**src/rtl/router_reg.sv**
```systemverilog
// Datapath register stage of the 1x3 router: header capture, FIFO byte staging, full-hold and parity check.
// Define ROUTER_REG_LEN_CHECK_EN to add a payload length counter and the len_err output.
module router_reg #(
    parameter int unsigned DATA_WIDTH = 8
) (
    input  logic                  clock,
    input  logic                  resetn,
    input  logic                  pkt_valid,
    input  logic [DATA_WIDTH-1:0] data_in,
    input  logic                  fifo_full,
    input  logic                  detect_add,
    input  logic                  lfd_state,
    input  logic                  ld_state,
    input  logic                  full_state,
    input  logic                  laf_state,
    input  logic                  rst_int_reg,
    output logic                  parity_done,
    output logic                  low_pkt_valid,
    output logic                  err,
`ifdef ROUTER_REG_LEN_CHECK_EN
    output logic                  len_err,
`endif
    output logic [DATA_WIDTH-1:0] dout
);

    localparam int unsigned LEN_W = DATA_WIDTH - 2;

    logic [DATA_WIDTH-1:0] header_byte;
    logic [DATA_WIDTH-1:0] hold_byte;
    logic [DATA_WIDTH-1:0] int_parity;
    logic [DATA_WIDTH-1:0] pkt_parity;
    logic                  parity_done_q;
    logic                  parity_set_c;
    logic                  parity_rise_c;
    logic                  err_next_c;

    assign parity_set_c  = (ld_state && !fifo_full && !pkt_valid)
                         || (laf_state && low_pkt_valid && !parity_done);
    assign parity_rise_c = parity_done && !parity_done_q;

    // Header capture
    always_ff @(posedge clock or negedge resetn) begin
        if (!resetn) begin
            header_byte <= '0;
        end else if (detect_add && pkt_valid) begin
            header_byte <= data_in;
        end
    end

    // FIFO data bus staging; a byte arriving while the FIFO is full is parked in hold_byte
    always_ff @(posedge clock or negedge resetn) begin
        if (!resetn) begin
            dout      <= '0;
            hold_byte <= '0;
        end else if (lfd_state) begin
            dout <= header_byte;
        end else if (ld_state && !fifo_full) begin
            dout <= data_in;
        end else if (ld_state && fifo_full) begin
            hold_byte <= data_in;
        end else if (laf_state) begin
            dout <= hold_byte;
        end
    end

    // Running XOR over header and payload
    always_ff @(posedge clock or negedge resetn) begin
        if (!resetn) begin
            int_parity <= '0;
        end else if (detect_add) begin
            int_parity <= '0;
        end else if (lfd_state) begin
            int_parity <= int_parity ^ header_byte;
        end else if (ld_state && pkt_valid && !full_state) begin
            int_parity <= int_parity ^ data_in;
        end
    end

    // Trailing parity byte from the source
    always_ff @(posedge clock or negedge resetn) begin
        if (!resetn) begin
            pkt_parity <= '0;
        end else if (detect_add) begin
            pkt_parity <= '0;
        end else if (ld_state && !pkt_valid) begin
            pkt_parity <= data_in;
        end
    end

    // parity_done is sticky until the next header; parity_done_q finds its rising edge
    always_ff @(posedge clock or negedge resetn) begin
        if (!resetn) begin
            parity_done   <= 1'b0;
            parity_done_q <= 1'b0;
        end else begin
            parity_done_q <= parity_done;
            if (detect_add) begin
                parity_done <= 1'b0;
            end else if (parity_set_c) begin
                parity_done <= 1'b1;
            end
        end
    end

    always_ff @(posedge clock or negedge resetn) begin
        if (!resetn) begin
            low_pkt_valid <= 1'b0;
        end else if (rst_int_reg) begin
            low_pkt_valid <= 1'b0;
        end else if (ld_state && !pkt_valid) begin
            low_pkt_valid <= 1'b1;
        end
    end

`ifdef ROUTER_REG_LEN_CHECK_EN
    logic [LEN_W-1:0] len_cnt;
    logic             len_mismatch_c;

    assign len_mismatch_c = (len_cnt != header_byte[DATA_WIDTH-1:2]);
    assign err_next_c     = (int_parity != pkt_parity) || len_mismatch_c;

    // Payload bytes accepted, compared against the header length field
    always_ff @(posedge clock or negedge resetn) begin
        if (!resetn) begin
            len_cnt <= '0;
        end else if (detect_add) begin
            len_cnt <= '0;
        end else if (ld_state && pkt_valid) begin
            len_cnt <= len_cnt + LEN_W'(1);
        end
    end

    always_ff @(posedge clock or negedge resetn) begin
        if (!resetn) begin
            len_err <= 1'b0;
        end else if (detect_add) begin
            len_err <= 1'b0;
        end else if (parity_rise_c) begin
            len_err <= len_mismatch_c;
        end
    end
`else
    assign err_next_c = (int_parity != pkt_parity);
`endif

    // Verdict latched once both parities are in place
    always_ff @(posedge clock or negedge resetn) begin
        if (!resetn) begin
            err <= 1'b0;
        end else if (detect_add) begin
            err <= 1'b0;
        end else if (parity_rise_c) begin
            err <= err_next_c;
        end
    end

endmodule

```
**config.mk**
```make
export PLATFORM = sky130hd
export DESIGN_NAME = router_reg
export DESIGN_NICKNAME = d
export VERILOG_FILES = /design/src/rtl/router_reg.sv
export SDC_FILE = /design/constraint.sdc
export NUM_CORES = 1
export LEC_CHECK = 0
export BUFFER_PORTS_ARGS = -buffer_cell sky130_fd_sc_hd__buf_2
export CAP_MARGIN = 20
export CORE_ASPECT_RATIO = 0.9
export CORE_MARGIN = 2
export CORE_UTILIZATION = 55
export CTS_CLUSTER_SIZE = 25
export DETAILED_ROUTE_END_ITERATION = 6
export PLACE_DENSITY = 0.77
export SLEW_MARGIN = 20
export SYNTH_ARGS = -nofsm -noshare
export SYNTH_HDL_FRONTEND = slang
export SYNTH_SLANG_ARGS = --single-unit
```
**constraint.sdc**
```tcl
create_clock -name clock -period 1.6 [get_ports clock]
set_clock_uncertainty 0.15 [all_clocks]
set_input_delay 0.32 -clock clock [delete_from_list [all_inputs] [get_ports clock]]
set_output_delay 0.32 -clock clock [all_outputs]
set_load 0.02 [all_outputs]
```
==> implementation parameters <==
Parameter                              Value

Synth
  Dominant register cell in the synthesized netlist    sky130_fd_sc_hd__dfrtp_1
  Number of standard cells after synthesis    between 150 and 200
  Area fraction of the dominant cell type after synthesis    0.5210
  Number of flops mapped to enable cells by yosys    0
  Number of nets in the synthesized netlist    between 200 and 250
  Post-Synthesis Cell Area    roughly 0.0021 mm²
  Commonest cells in the synthesized netlist    sky130_fd_sc_hd__dfrtp_1 (44), sky130_fd_sc_hd__nand2_1 (27), sky130_fd_sc_hd__nor2_1 (17)
  FFs w/ async S/R, synth    1.000
  Most numerous cell in the Yosys netlist    sky130_fd_sc_hd__dfrtp_1
  Total number of yosys warnings    0
  Total of flip-flops plus latches after synthesis    44
  Count of distinct cell types in the synthesized netlist    29
  Share of the yosys chip area belonging to registers    0.5210
  Per-instance average area after synthesis    ~11 µm²
  Cell type with the largest total area after synthesis    sky130_fd_sc_hd__dfrtp_1
  Synth top area cells    sky130_fd_sc_hd__dfrtp_1 (52%), sky130_fd_sc_hd__mux2_2 (8.5%), sky130_fd_sc_hd__mux2i_1 (5.7%)

Floorplanning
  Number of top-level pins    29
  Area of the placeable core    0.003705 mm²
  Width of the chip    69.34 µm
  Initial core utilization    0.5704
  Site Rows    21
  Die H    62.81 µm
  Die ar.    0.004355 mm²

Cells and area
  Antenna diode instance count    0
  Syn-to-layout area delta    15.75%
  Share of layout cells above drive strength 1    0.2889
  Post-layout instance count excluding filler cells    around 270
  Net total in the final layout    242
  Share of the core filled with cells    0.6603
  Filler Cell Count    approximately 280

Detailed routing
  DRC viols    0
  Overall via count from detail_route    1,514
  Count of routing violations after the opening detailed-route iteration    63
  Vias per cell    5.587
  DRT Wirelength    4219 µm
  First drt pass iteration count    4
  Average wire per cell in the routed design    15.57 µm
  Number of antenna-violating nets in the routed design    0

Power
  Switching power summed over all nets    0.7489 mW
  Switching Share    0.2828
  Sequential cell fraction of total power    0.518
  Comb pwr share    0.216
  Clock share of power    0.266
  Maximum vdd ir drop    between 0.0007 and 0.0008 V
  Pwr/cell area    1082 mW/mm²
  Leak    1.147 nW
  Internal    1.899 mW

Clock network
  Clock latency on the worst-skew pair    ~0.3 ns
  Clock-pin slew on the worst setup and hold paths    0.07 ns
  Clock tree from TritonCTS    built
  Clock tree root driver cell    sky130_fd_sc_hd__clkbuf_8
  TritonCTS buffer count    5
  Number of sinks driven by the clock tree    44
  Number of post-CTS setup repair buffers    0
  CTS Hold Bufs    1
  Buffer levels on the longest clock path    2
  Number of levels in the clock H-tree    2
  Quantity of gates resized following cts    0

Global route
  Overflow left after global routing    0
  Vias in the first global route    1,537
  Overall Global Routing Usage    0.2155
  Largest net degree at the start of global routing    28
  Global-route wire length before repair    7286 µm
  Antenna violations before repair    0

Placed design
  Number of cells after detailed placement    approximately 260
  Dpl hpwl    3112 µm
  Final weighted congestion in routability-driven placement    0.7914
  Port-buffer cells    28

Setup path
  Number of buffer and inverter instances along the worst setup path    1
  Required time of the worst setup path    1.13 ns
  Cells along the critical path    buf_2
  Data arrival time of the critical path    about 0.9 ns
  Slowest stage cell on the critical path    sky130_fd_sc_hd__dfrtp_1
  Highest net fanout along the worst path    4
  Category of the most critical setup path    reg2out
  Kind of start point of the critical path    flip-flop
  Critical path's largest stage delay    around 0.42 ns
  Kind of cell with the highest combined delay on the critical path    flip-flops
  Kind of end point of the critical path    output pin

Status
  Result of the run    finished clean

STA
  Time the worst path needs with I/O delays and setup    about 1.4 ns
  Final critical-path share of the clock period    0.8517
  Setup Total Neg Slack    0 ns
  Final count of pins violating max slew    0
  Max Clock Freq    roughly 730 MHz
  Final hold violations    0
  Setup violations, final    0
  RSZ-0062 raised after global routing    false
  Transition time at the pin with the least slew margin    0.4336 ns
  Worst-case headroom to the max-slew limit    0.7110

Run
  Number of maximum-capacitance constraint violations    0

Min path
  Worst min-delay path category    in2reg
-- state kept, by name, summed over array words and instances (netlist names) --
signal / count
header_byte: 8
hold_byte: 8
pkt_parity: 8
low_pkt_valid: 1
int_parity: 8
err: 1
parity_done: 1
parity_done_q: 1
dout: 8
-- path summary, 6_finish.rpt --
path | from | to | slack [ns] | cells past startpoint
min reg2reg | parity_done | parity_done_q | 0.30 | 0
min in group asynchronous | resetn | dout[4] | 0.34 | 2
max in group asynchronous | resetn | int_parity[0] | 0.48 | 3
max reg2reg | int_parity[2] | err | 0.31 | 4
max | parity_done | parity_done | 0.24 | 1
min | rst_int_reg | low_pkt_valid | 0.02 | 2
-- cell families (layout without fill, tap and decap cells) --
family                    count (synthesis)  count (layout)  synth area share
buffers and inverters                     9              47           0.03079
muxes                                    32              32            0.1634
DFF                                      44              44            0.5210
xor gates and xnor gates                 16              16           0.06631
and+or+nand+nor                          55              55            0.1261
AOI/OAI and AO/OA                        31              31           0.09237
-- area by class of cell --
cell class | instances | area [µm²] | share of cell area
multi-input combinational | 134 | 947.2 | 0.3872
sequential | 44 | 1101 | 0.4501
timing repair buffer | 39 | 250.2 | 0.1023
clock buffer | 8 | 90.09 | 0.03683
tap | 46 | 57.56 | 0.02353
-- layer usage --
layer | routed length, µm | GRT usage | share of wire
met5 | 0 | 0 | 0
met1 | 1892 | 0.2774 | 0.45
met3 | 207 | 0.06129 | 0.049
met2 | 2036 | 0.3450 | 0.48
met4 | 83 | 0.08578 | 0.020
-- worst reg2reg max path: cells and delay by family (launching register included) --
kind | cells | cell delay, ns
and+or+nand+nor | 2 | 0.33
DFF | 1 | 0.41
AOI/OAI and AO/OA | 1 | 0.12
xor gates and xnor gates | 1 | 0.17
-- metrics by stage --
| step | total power, mW | hold slack (ns) | instance area (µm²) | setup WS [ns] |
|---|---|---|---|---|
| after floorplan | 1.765 | -0.1256 | 2113 | 0.2535 |
| after global placement | 1.940 | 0.1242 | 2346 | 0.1011 |
| after detailed placement | 1.965 | 0.1302 | 2346 | 0.06949 |
| after CTS | 2.683 | 0.01199 | 2446 | 0.2313 |
| after global routing | 2.815 | 0.02171 | 2446 | 0.09525 |
| final | 2.648 | 0.01947 | 2446 | 0.2373 |
-- cells in the final DEF, fill, tap and decap left out, drive strengths merged, types with 2 or more instances in the layout --
master  synthesis  final
a21oi          16     16
a221o           4      4
buf             8     38
clkbuf          1      8
dfrtp          44     44
mux2           20     20
mux2i          12     12
nand2          27     27
nand2b          2      2
nand3b          2      2
nor2           17     17
nor2b           4      4
o21ai           4      4
o22a            3      3
xnor2          13     13
xor2            3      3
-- power groups by stage --
| stage | Clock [mW] | Combinational [mW] | Sequential [mW] |
|---|---|---|---|
| 2_1_floorplan | 0 | 0.344 | 1.42 |
| 3_3_place_gp | 0 | 0.556 | 1.38 |
| 3_5_place_dp | 0 | 0.573 | 1.39 |
| 4_1_cts | 0.730 | 0.579 | 1.37 |
| 5_1_grt | 0.787 | 0.634 | 1.39 |
| 6_report | 0.704 | 0.571 | 1.37 |
(Power assumes the default switching activity.)
